## src/rtl/sram_ctrl.sv

```systemverilog
// rtl/sram_ctrl.sv - asynchronous SRAM controller bridging a wide host word onto a narrow SRAM bus
//
// Ports:
//   clk, reset              clock and asynchronous active-high reset
//   req_valid/req_ready     host request handshake (ready only in IDLE)
//   req_we, req_addr        request type (1 = write) and host word address
//   req_wdata, req_wstrb    write data and byte strobes
//   rvalid, rdata           one-cycle read completion pulse and held read data
//   bvalid                  one-cycle write completion pulse
//   sram_addr, sram_dq_o    SRAM address and write data
//   sram_dq_oe, sram_dq_i   DQ output enable and SRAM read data
//   sram_ce_n/oe_n/we_n     active-low SRAM strobes
//   sram_be_n               active-low byte enables (bit 0 = LB_N, bit 1 = UB_N)
module sram_ctrl #(
    parameter int ADDR_WIDTH  = 20,
    parameter int DATA_WIDTH  = 16,
    parameter int BUS_WIDTH   = 32,
    parameter int RD_WAIT     = 1,
    parameter int WR_WAIT     = 1,
    parameter int TURN_CYCLES = 1
) (
    input  logic                                                 clk,
    input  logic                                                 reset,
    input  logic                                                 req_valid,
    output logic                                                 req_ready,
    input  logic                                                 req_we,
    input  logic [ADDR_WIDTH-$clog2(BUS_WIDTH/DATA_WIDTH)-1:0]   req_addr,
    input  logic [BUS_WIDTH-1:0]                                 req_wdata,
    input  logic [BUS_WIDTH/8-1:0]                               req_wstrb,
    output logic                                                 rvalid,
    output logic [BUS_WIDTH-1:0]                                 rdata,
    output logic                                                 bvalid,
    output logic [ADDR_WIDTH-1:0]                                sram_addr,
    output logic [DATA_WIDTH-1:0]                                sram_dq_o,
    output logic                                                 sram_dq_oe,
    input  logic [DATA_WIDTH-1:0]                                sram_dq_i,
    output logic                                                 sram_ce_n,
    output logic                                                 sram_oe_n,
    output logic                                                 sram_we_n,
    output logic [DATA_WIDTH/8-1:0]                              sram_be_n
);

    localparam int BEATS = BUS_WIDTH / DATA_WIDTH;
    localparam int BL    = DATA_WIDTH / 8;
    localparam int BB    = $clog2(BEATS);
    localparam int HAW   = ADDR_WIDTH - BB;
    localparam int SW    = BUS_WIDTH / 8;

    typedef enum logic [2:0] {IDLE, TURN, RD, WR_SETUP, WR_PULSE, WR_HOLD, RESP} state_t;

    state_t               state, state_d;
    logic                 run;
    logic                 last_read;
    logic                 we_q;
    logic [HAW-1:0]       addr_q;
    logic [BUS_WIDTH-1:0] wdata_q;
    logic [SW-1:0]        wstrb_q;
    logic [2:0]           beat, beat_d;
    logic [3:0]           cnt, cnt_d;
    logic [2:0]           turn_cnt, turn_d;
    logic [BUS_WIDTH-1:0] rbuf, rbuf_next;
    logic [BL-1:0]        be_q;
    logic                 load, rd_cap, accept;
    logic [2:0]           wr_nb, hold_nb;

    // In IDLE the request is being captured this edge, so beat setup reads the live inputs.
    logic                 cur_we;
    logic [HAW-1:0]       cur_addr;
    logic [BUS_WIDTH-1:0] cur_wdata;
    logic [SW-1:0]        cur_wstrb;

    assign accept    = req_valid && req_ready;
    assign cur_we    = (state == IDLE) ? req_we    : we_q;
    assign cur_addr  = (state == IDLE) ? req_addr  : addr_q;
    assign cur_wdata = (state == IDLE) ? req_wdata : wdata_q;
    assign cur_wstrb = (state == IDLE) ? req_wstrb : wstrb_q;

    // Lowest beat at or after 'start' with any strobe set; BEATS means none left.
    function automatic logic [2:0] first_beat(input logic [SW-1:0] strb, input logic [2:0] start);
        logic [2:0]    r;
        logic [BL-1:0] s;
        r = 3'(BEATS);
        for (int i = BEATS - 1; i >= 0; i--) begin
            s = BL'(strb >> (i * BL));
            if (3'(i) >= start && s != '0) r = 3'(i);
        end
        return r;
    endfunction

    always_ff @(posedge clk or posedge reset) begin
        if (reset) state <= IDLE;
        else       state <= state_d;
    end

    always_comb begin
        state_d = state;
        beat_d  = beat;
        cnt_d   = cnt;
        turn_d  = turn_cnt;
        load    = 1'b0;
        rd_cap  = 1'b0;
        wr_nb   = first_beat(cur_wstrb, 3'd0);
        hold_nb = first_beat(wstrb_q, beat + 3'd1);
        case (state)
            IDLE: begin
                if (accept) begin
                    cnt_d  = '0;
                    beat_d = '0;
                    if (!req_we) begin
                        state_d = RD;
                        load    = 1'b1;
                    end else if (last_read && TURN_CYCLES > 0) begin
                        state_d = TURN;
                        turn_d  = '0;
                    end else if (wr_nb == 3'(BEATS)) begin
                        state_d = RESP;
                    end else begin
                        state_d = WR_SETUP;
                        beat_d  = wr_nb;
                        load    = 1'b1;
                    end
                end
            end
            TURN: begin
                if (turn_cnt == 3'(TURN_CYCLES - 1)) begin
                    if (wr_nb == 3'(BEATS)) begin
                        state_d = RESP;
                    end else begin
                        state_d = WR_SETUP;
                        beat_d  = wr_nb;
                        load    = 1'b1;
                    end
                end else begin
                    turn_d = turn_cnt + 3'd1;
                end
            end
            RD: begin
                if (cnt == 4'(RD_WAIT)) begin
                    rd_cap = 1'b1;
                    cnt_d  = '0;
                    if (beat == 3'(BEATS - 1)) begin
                        state_d = RESP;
                    end else begin
                        beat_d = beat + 3'd1;
                        load   = 1'b1;
                    end
                end else begin
                    cnt_d = cnt + 4'd1;
                end
            end
            WR_SETUP: begin
                state_d = WR_PULSE;
                cnt_d   = '0;
            end
            WR_PULSE: begin
                if (cnt == 4'(WR_WAIT)) state_d = WR_HOLD;
                else                    cnt_d   = cnt + 4'd1;
            end
            WR_HOLD: begin
                if (hold_nb == 3'(BEATS)) begin
                    state_d = RESP;
                end else begin
                    state_d = WR_SETUP;
                    beat_d  = hold_nb;
                    load    = 1'b1;
                end
            end
            RESP:    state_d = IDLE;
            default: state_d = IDLE;
        endcase
    end

    always_comb begin
        rbuf_next = rbuf;
        rbuf_next[int'(beat) * DATA_WIDTH +: DATA_WIDTH] = sram_dq_i;
    end

    always_ff @(posedge clk or posedge reset) begin
        if (reset) begin
            run       <= 1'b0;
            last_read <= 1'b0;
            we_q      <= 1'b0;
            addr_q    <= '0;
            wdata_q   <= '0;
            wstrb_q   <= '0;
            beat      <= '0;
            cnt       <= '0;
            turn_cnt  <= '0;
            rbuf      <= '0;
            rdata     <= '0;
            sram_addr <= '0;
            sram_dq_o <= '0;
            be_q      <= '1;
        end else begin
            run      <= 1'b1;
            beat     <= beat_d;
            cnt      <= cnt_d;
            turn_cnt <= turn_d;
            if (accept) begin
                we_q      <= req_we;
                addr_q    <= req_addr;
                wdata_q   <= req_wdata;
                wstrb_q   <= req_wstrb;
                last_read <= !req_we;
            end
            // Address, data and byte enables are set once per beat so they stay stable around WE_N.
            if (load) begin
                sram_addr <= (ADDR_WIDTH'(cur_addr) << BB) | ADDR_WIDTH'(beat_d);
                if (cur_we) begin
                    sram_dq_o <= DATA_WIDTH'(cur_wdata >> (int'(beat_d) * DATA_WIDTH));
                    be_q      <= ~BL'(cur_wstrb >> (int'(beat_d) * BL));
                end
            end
            if (rd_cap) begin
                rbuf <= rbuf_next;
                if (beat == 3'(BEATS - 1)) rdata <= rbuf_next;
            end
        end
    end

    always_comb begin
        req_ready  = (state == IDLE) && run;
        sram_ce_n  = 1'b1;
        sram_oe_n  = 1'b1;
        sram_we_n  = 1'b1;
        sram_dq_oe = 1'b0;
        sram_be_n  = '1;
        rvalid     = 1'b0;
        bvalid     = 1'b0;
        case (state)
            RD: begin
                sram_ce_n = 1'b0;
                sram_oe_n = 1'b0;
                sram_be_n = '0;
            end
            WR_SETUP, WR_HOLD: begin
                sram_ce_n  = 1'b0;
                sram_dq_oe = 1'b1;
                sram_be_n  = be_q;
            end
            WR_PULSE: begin
                sram_ce_n  = 1'b0;
                sram_we_n  = 1'b0;
                sram_dq_oe = 1'b1;
                sram_be_n  = be_q;
            end
            RESP: begin
                rvalid = !we_q;
                bvalid = we_q;
            end
            default: ;
        endcase
    end

endmodule
```

## config.mk

```make
export PLATFORM = sky130hd
export DESIGN_NAME = sram_ctrl
export DESIGN_NICKNAME = d
export VERILOG_FILES = /design/src/rtl/sram_ctrl.sv
export SDC_FILE = /design/constraint.sdc
export NUM_CORES = 1
export LEC_CHECK = 0
export BUFFER_PORTS_ARGS = -buffer_cell sky130_fd_sc_hd__clkbuf_2
export CORE_UTILIZATION = 50
export CTS_CLUSTER_DIAMETER = 60
export DETAILED_ROUTE_END_ITERATION = 6
export PLACE_DENSITY = 0.73
export RECOVER_POWER = 25
export SLEW_MARGIN = 20
export SYNTH_ARGS = -nofsm -noshare
export SYNTH_HDL_FRONTEND = slang
export SYNTH_SLANG_ARGS = --single-unit
```

## constraint.sdc

```tcl
create_clock -name clk -period 6 [get_ports clk]
set_input_delay 0.6 -clock clk [delete_from_list [all_inputs] [get_ports clk]]
set_output_delay 0.6 -clock clk [all_outputs]
set_load 0.02 [all_outputs]
```

## Yosys cells after proc, flatten, opt, wreduce, memory -nomap -nowiden

Index checks and enable logic that the tools add are counted.
Widths: inputs -> output; s select.

- Input port bits: 75
- Output and inout bits: 77
- Memories: 0
- RAM bits: 0
- Bits in read-only memories: 0
- Logic and storage cells: 123
- Flip-flop bits (word level): 173
- Bits in latches: 0

- Equality and inequality tests: 19
- Reduce and logical (&&, ||, !) cells: 21
- $add $sub $neg: 4
- Divide/modulo/power cells: 0
- $lt $le $gt $ge: 2
- Shifts and indexed selects: 4
- Muxes and demuxes: 56
- Bitwise logic cells: 2
- Multiply operators: 0

Operators with widths:

| kind | count |
|---|---|
| $mux 3 | 24 |
| $neg 7->33 | 1 |
| $shift 16x33->32 const A | 1 |
| $shiftx 16x33->32 | 1 |
| $bwmux 32 | 1 |
| $mux 32 | 1 |
| $shr 32x7->16 | 1 |
| $or 20x3->20 | 1 |
| $mux 19 | 1 |
| $ne 2x2->1 const B | 9 |
| $pmux 3 s6 | 1 |
| $mux 1 | 17 |
| $mux 4 | 4 |
| $pmux 4 s4 | 1 |
| $eq 3x2->1 const B | 4 |
| $pmux 3 s4 | 1 |
| $reduce_and 5->1 | 2 |
| $reduce_bool 2->1 | 5 |
| $eq 3x3->1 const B | 3 |
| $add 3x1->3 const B | 2 |
| $eq 3x1->1 const B | 2 |
| $ge 1x3->1 const A | 2 |
| $logic_not 3->1 | 2 |
| $pmux 3 s2 | 1 |
| other kinds (14) | 20 |

## Depth between registers and ports, before layout

Gate-level depths: netlist of run 1.

- Depth in word-level cells: 13
- Mapped depth: 12

## Worst setup path before layout of run 1

Ideal clock, no wire load.

- Path type: register to output
- From: register state[2]
- To: output port req_ready
- Cell stages (with the launch flop): 7
- Required time: 5400 ps
- Slack: 3393 ps
- Path buffers: 4
- Arrival time: 2007 ps
- Cells stage by stage: dfrtp_1 buf_2 nor3_1 clkbuf_1 buf_2 clkbuf_1 and2_1

- Word-level cells in the longest chain between the ends: 2

RTL lines:

| element | line | RTL |
|---|---|---|
| start: declaration | 51 | `state_t state, state_d;` |
| start signal: assignment | 92 | `else state <= state_d;` |
| $logic_not 3->1 | 222 | `req_ready = (state == IDLE) && run;` |
| $logic_and 1x1->1 | 222 |  |
| end: declaration | 25 | `output logic req_ready,` |

Every way passes these cells.

## Worst setup path in the final report of run 1

- From: register state[2]
- To: register sram_dq_o[8]

- Word-level cells in the longest chain between the ends: 12

RTL lines:

| element | line | RTL |
|---|---|---|
| $logic_not 3->1 | - |  |
| $mux 4 | 76 | `assign cur_wstrb = (state == IDLE) ? req_wstrb : wstrb_q;` |
| $reduce_bool 2->1 | 85 | `if (3'(i) >= start && s != '0) r = 3'(i);` |
| $mux 2 | 85 |  |
| $mux 3 | 85 |  |
| $eq 3x2->1 | 115, 126 |  |
| $mux 3 or $mux 1 (tied branches) | 115, 126 |  |
| $mux 3 or $mux 1 (tied branches) | 112 | `end else if (last_read && TURN_CYCLES > 0) begin` |
| $mux 3 or $mux 1 (tied branches) | 109 | `if (!req_we) begin` |
| $mux 3 or $mux 1 (tied branches) | 106 | `if (accept) begin` |
| $pmux 3 s4 or $pmux 1 s4 (tied branches) | 104 | `case (state)` |
| $shr 32x7->16 or $reduce_and 2->1 (tied branches) | - |  |
| end signal: assignment | 210 | `sram_dq_o <= DATA_WIDTH'(cur_wdata >> (int'(beat_d) * DATA_WIDTH));` |
| end: declaration | 34 | `output logic [DATA_WIDTH-1:0] sram_dq_o,` |

Parallel ways exist; a longest one is shown, timed or not.
A chain may end at the register's enable or synchronous reset.

==> metrics, run 1 <==
ys async rst share 1.000; Buffers & Inverters on Critical Path 1; wl on met1 8.430 mm; Pins Over Slew Limit 0; period utilization 0.5964; Synth warnings 0; Final Util 0.6114; Die Area around 17,000 um2; Die X between 100 and 150 um; H-tree Lvls 4; worst r2r src state[2]; Max Cap Viol 0; post-route insts no fill 1,146; Seq cells post-synth 173; GPL Wtd Cong approximately 0.89; CTS Root Cell clkbuf_16; worst-path fanout max 36; Crit-path slowest cell nor4bb_4; HPWL after detailed placement ~13 mm; Synth Instances 788; # diodes 0; first-pass GRT wire length between 20 and 30 mm; Setup TNS 0 ps; CORE AREA between 15,000 and 20,000 um2; power per cell area 612.0 nW/um2; Peak VDD IR approximately 300 uV; syn_nets a little under 900; final hold viol count 0; met3 wire length roughly 860 um; CP Cell Sequence or3_1, buf_4, nor3_1, o32ai_1, a32o_1, nor4bb_4, a22o_1; vias in the first global route ~6,000; Final ANT Viol Nets 0; GR Util All Layers 0.2296; reported leakage power 4.664 nW; sequential-to-total area share from yosys stat 0.5251; Initial Utilization 0.5156; Setup Crit Path Kind flip-flop to flip-flop; RSZ-0062 raised after global routing no; Yosys top cell by area dfrtp_1; Max Used Layer met4; total wire length 18.56 mm; Area Overhead vs Synth 18.58%; global route total overflow 0; total CTS buffers 17; PortBufs approximately 150; largest net degree at the start of global routing 120; final worst path period need around 3600 ps; initial antenna violation count 0; count leader, synth dfrtp_1; num rows 46; TritonRoute pass-1 iters 5; Vias approximately 6,300; reg2reg path depth 7; TritonCTS clock tree built; Max-slew headroom 0.3440; drt wl/cell roughly 16 um; clock latency on the worst-skew pair ~430 ps; 1st-iter DRT viols 456; area fraction of the dominant cell type after synthesis 0.5187; Crit path largest cell delay a little under 900 ps; cts repair resizes 0; Mapped Area 8249 um2; Min-Delay Path Class input port to async pin; Crit. End Element flip-flop; # IOs approximately 150; placed cells around 1,100; share of layout cells above drive strength 1 0.2989; Layout Nets 1,001; vias per cell 5.470; chip height roughly 130 um; Crit path max-delay family simple AND/OR/NAND/NOR gates; CP required ~6400 ps; clk buf depth 2; DRC viols 0; Post-synth EDFFs 0; hold_ws 293.9 ps; hold_buf cts 0; Mapped Avg Cell Area approximately 10 um2; Layout Skew ~7.4 ps; synth cell count leaders dfrtp_1, nand2_1, mux2_2; crit path DAT between 3000 and 4000 ps; met2 wire len about 9 mm; Reg2Reg Setup Slack ~2400 ps; final setup fails 0; Synth area leaders dfrtp_1, mux2_2, mux2i_1; FMAX approximately 280 MHz; clk slew on worst S/H paths 70 ps; top_reg_cell synth dfrtp_1; status finished clean; RR Endpoint sram_dq_o[8]; postcts setup bufs 0; Unique masters post-synth 55; Worst Max-Slew Pin Slew 981.7 ps; CP Launch Type flip-flop; clk sinks roughly 170
-- kinds of logic (layout without fill, tap and decap cells) --
logic type / after synthesis / after routing / synth area share
AOI/OAI and AO/OA: 164 / 164 / 0.1250
and+or+nand+nor: 249 / 249 / 0.1351
xor gates and xnor gates: 2 / 2 / 0.002124
DFF: 173 / 173 / 0.5251
adders and majority gates: 9 / 9 / 0.01365
muxes: 127 / 127 / 0.1650
other: 1 / 1 / 0.0004546
buffers and inverters: 63 / 205 / 0.03352
-- how the worst max path moves through the flow --
stage | from | endpoint | slack (ps) | cells after the start
floorplan | reset | addr_q[0] | 710 | 1
global placement | state[2] | sram_dq_o[10] | 2510 | 7
detailed placement | state[2] | sram_dq_o[8] | 2400 | 7
CTS | state[2] | sram_dq_o[8] | 2400 | 7
global route | state[2] | sram_dq_o[1] | 2100 | 7
finish | state[2] | sram_dq_o[8] | 2420 | 7
-- placed cells by master (no fill, tap or decap), types with 3 or more instances in the layout --
cell type and instances:
buf_4 8, bufinv_16 3, inv_6 4, nand2_1 120
and2_1 19, o21ai_0 61, a31oi_1 20, mux2_2 72
nand3_1 10, clkbuf_2 150, nor4_1 5, clkbuf_16 17
ha_1 9, inv_1 10, inv_8 4, a21oi_1 25
nor3b_1 3, dfrtp_1 171, a22o_1 17, nor2_1 58
a211oi_1 18, nor2b_1 5, nor3_1 8, nand2b_1 6
mux2i_1 55
-- flip-flops by register name, summed over array words and instances (netlist names), 4 cells and up --
name       cells
addr_q        19
rbuf          32
cnt            4
sram_addr     20
wdata_q       32
wstrb_q        4
sram_dq_o     16
rdata         32
-- layer usage --
layer,track usage,up-vias
met2,0.3673,158
met5,0,-
met3,0.05700,24
met4,0.07776,0
li1,-,3038
met1,0.3065,3049
-- stage by stage --
| stage | setup slack (ps) | cell area, um2 | power [mW] |
|---|---|---|---|
| floorplan | 714.8 | 8249 | 4.069 |
| finish | 2422 | 9782 | 5.987 |
| global route | 2099 | 9782 | 6.433 |
| CTS | 2401 | 9766 | 6.007 |
| detailed placement | 2404 | 9128 | 4.810 |
| global placement | 2514 | 9128 | 4.733 |
-- cell type report --
| type | instances | area [um2] |
|---|---|---|
| Clock inverter | 14 | 198.9 |
| Inverter | 13 | 56.30 |
| Timing Repair Buffer | 160 | 829.5 |
| Sequential cell | 173 | 4332 |
| Multi-Input combinational cell | 552 | 3656 |
| Tap cell | 216 | 270.3 |
| Fill cell | 1341 | 6218 |
| Clock buffer | 18 | 439.2 |
-- where the power goes --
part | internal [mW] | switching (mW)
registers | 1.74 | 0.363
logic | 1.12 | 1.58
clock network | 0.685 | 0.506
Power figures use the tool's default switching activity.
==> run 2, diff against run 1 <==
Settings changed: ABC_AREA set to 1, PLACE_DENSITY 0.73 to 0.76.
Clock period 6 ns to 3.27 ns, I/O delays scaled along.
==> run 2 against run 1 <==
Against the previous run:
- the run now ends with max-capacitance violations, max-slew violations left
- routed wire length grew 9.5%
- clock skew grew 1.2 ps
- first-iteration DRC count grew 5.0%
- non-clock buffer count grew 5
- global-route usage grew 1.5 points
- via count grew 20%
- die area grew 1.7%
- cell area grew 1.9%
==> metrics, run 2 <==
reg2reg path depth 15 (+8); period utilization 0.8685 (+0.2721); area of the multi-input gates 3432 um2 (-6.1%); status complete, but fails checks; TritonRoute pass-1 iters 7 (+2); FMAX 352.1 MHz (+26%); top_reg_cell synth dfrtp_1; final worst path period need 2840 ps (-738.4 ps); Mapped Area 8394 um2 (+1.8%); Sequential Power Share 0.331 (-0.020); Mapped Avg Cell Area 7.610 um2 (-27%); Worst path most repeated cell nand2_1; HPWL after detailed placement 13.70 mm (+9.2%); Post-synth EDFFs 0 (unchanged); most common cell after layout, fill and taps aside nand2_1; Hold Path End addr_q[18]; crit path from beat[0]; postcts setup bufs 0 (unchanged); GR Util All Layers 0.2449 (+0.01525); syn_nets 1,187 (+36%); Final ANT Viol Nets 0 (unchanged); vias per cell 5.130 (-6.2%); count leader, synth nand2_1; Final Util 0.6052 (-0.006111); global route total overflow 0 (unchanged); power per cell area 1108 nW/um2 (+81%); cts repair resizes 0 (unchanged); Min-Delay Path Class input port to flip-flop; Final Power 11.05 mW (+85%); vias in the first global route 6,888 (+14%); Yosys top cell by area dfrtp_1; Synth area leaders dfrtp_1, nand2_1, o21ai_0; synth cell count leaders nand2_1, dfrtp_1, o21ai_0; top flop regs rbuf (32), rdata (32), wdata_q (32); reported leakage power 5.201 nW (+12%); Crit. End Element flip-flop; Setup Crit Path Kind flip-flop to flip-flop; Max-slew headroom -0.06309 (-0.4071); Pint 6.154 mW (+74%); Layout Nets 1,318 (+32%); worst r2r src beat[0]; largest net degree at the start of global routing 65 (-46%); area fraction of the dominant cell type after synthesis 0.5098 (-0.008969); CP required 3630 ps (-2730 ps); Pins Over Slew Limit 34 (+34); Reg2Reg Setup Slack 430 ps (-1990 ps); num rows 47 (+2.2%); Die Area 17,310 um2 (+1.7%); PortBufs 151 (unchanged); Setup TNS 0 ps (unchanged); RSZ-0062 raised after global routing no; # diodes 0 (unchanged); TritonCTS clock tree built; Seq. cell area 4332 um2 (unchanged); 1st-iter DRT viols 479 (+5.0%); pre-CTS WS 545.0 ps (-1859 ps); Die X 131.6 um (+0.86%); ys async rst share 1.000 (unchanged); final hold viol count 0 (unchanged); CP Launch Type flip-flop; first-pass GRT wire length 33.86 mm (+13%); sequential-to-total area share from yosys stat 0.5160 (-0.009079); Initial Utilization 0.5098 (-0.005759); clock latency on the worst-skew pair 430 ps (about the same); final setup fails 0 (unchanged); Fillers 1,497 (+12%); clk buf depth 2 (unchanged); hold_sp req_addr[18]; highest-count cells in the layout ignoring fill and taps nand2_1, dfrtp_1, clkbuf_2; fraction of power spent switching nets 0.4429 (+0.03437); chip height 131.6 um (+0.86%); total wire length 20.31 mm (+9.5%); Unique masters post-synth 31 (-44%); Max Cap Viol 1 (+1); clk slew on worst S/H paths 60 ps (about the same); initial antenna violation count 0 (unchanged); Logic pwr share 0.468 (+0.018); Crit-path slowest cell nor3_4; Crit path max-delay family simple AND/OR/NAND/NOR gates; crit path DAT 3200 ps (-740 ps); CORE AREA 16,470 um2 (+2.9%); hold depth 3; clk sinks 173 (unchanged); H-tree Lvls 4 (unchanged); Seq cells post-synth 173 (unchanged); worst-path fanout max 16 (-56%); hold_ws 111.4 ps (-182.6 ps); hold_buf cts 0 (unchanged); Psw 4.892 mW (+100%); # IOs 152 (unchanged); Synth warnings 0 (unchanged); Worst Max-Slew Pin Slew 1586 ps (+604.2 ps); RR Endpoint sram_dq_o[6]; Peak VDD IR 501.7 uV (+72%); Crit path largest cell delay 640 ps (-250 ps); total CTS buffers 17 (unchanged); Layout Skew 8.562 ps (+1.201 ps); DRC viols 0 (unchanged); drt wl/cell 13.86 um (-14%); GPL Wtd Cong 0.8627 (-2.8%); Buffers & Inverters on Critical Path 2 (+1); Area Overhead vs Synth 18.72%; violated checks max-capacitance violations, max-slew violations; CP Cell Sequence inv_1, ha_1, inv_1, nand2_1, nand2_1, nand3_1, nand2_1, nor2_1, nor2_1, nand2_1, nand2_1, nand3_2, nor3_4, nand2_1, nand2_1; share of layout cells above drive strength 1 0.1806 (-0.1183); worst setup margin 430.2 ps (-1992 ps); CTS Root Cell clkbuf_16; Vias 7,521 (+20%); Synth Instances 1,103 (+40%); Clock Power Share 0.200 (about the same)
## run 2: cell count changes after synthesis, sizes merged, moves of 18 or more
| cell | before | now |
|---|---|---|
| mux2 | 72 | 0 |
| a211oi | 18 | 0 |
| mux2i | 55 | 0 |
| nand3 | 10 | 58 |
| inv | 13 | 109 |
| nand2 | 121 | 440 |
| o21ai | 63 | 127 |
| and2 | 19 | 0 |
## run 2: logic make-up (layout without fill, tap and decap cells)
group / count (synthesis) / count (layout) / share of synthesized area
AND/OR/NAND/NOR: 578 / 578 / 0.2820
AO/OA/AOI/OAI: 180 / 180 / 0.1121
flip-flops: 173 / 173 / 0.5160
buffers and inverters: 162 / 305 / 0.07602
adder cells (fa/ha/maj): 9 / 9 / 0.01342
other: 1 / 1 / 0.0004467
## run 2: final cells by class
| type | instances | share of cell area |
|---|---|---|
| inverter | 109 | 0.04118 |
| multi-input combinational | 768 | 0.3444 |
| timing repair buffer | 165 | 0.08726 |
| tap | 220 | 0.02762 |
| sequential | 173 | 0.4347 |
| clock buffer | 21 | 0.04620 |
| clock inverter | 10 | 0.01871 |
## run 2: layer usage
layer / vias to the layer above / GRT usage / share of wire
met5: - / 0 / 0
met4: 0 / 0.07171 / 0.013
met1: 3525 / 0.3332 / 0.45
met2: 248 / 0.3945 / 0.48
li1: 3727 / - / -
met3: 21 / 0.05131 / 0.059
## run 2: how the worst max path moves through the flow
stage                          endpoint  slack [ps]  cells after the start
after global routing       sram_dq_o[6]         240                     15
after CTS                  sram_dq_o[6]         470                     15
after detailed placement  sram_dq_o[12]         550                     15
after global placement    sram_dq_o[13]         620                     15
final                      sram_dq_o[6]         430                     15
after floorplan               addr_q[0]         730                      1
## run 2: power by group through the flow
| stage | Combinational (mW) | Clock (mW) | Sequential (mW) |
|---|---|---|---|
| detailed placement | 5.13 | 0 | 3.68 |
| finish | 5.17 | 2.21 | 3.66 |
| floorplan | 3.35 | 0 | 4.07 |
| global route | 5.83 | 2.34 | 3.77 |
| global placement | 5.02 | 0 | 3.66 |
| CTS | 5.18 | 2.24 | 3.66 |
## run 2: tightest hold or removal path, cell delays in order
cell      delay (ps)
clkbuf_2          90
nand2_1           50
nand2_1           40
## run 2: per-stage QoR
stage	area, um2	cells
after floorplan	8398	1103
after global placement	9338	1435
after detailed placement	9338	1435
after CTS	9985	1466
after global routing	9966	1466
final	9966	1466
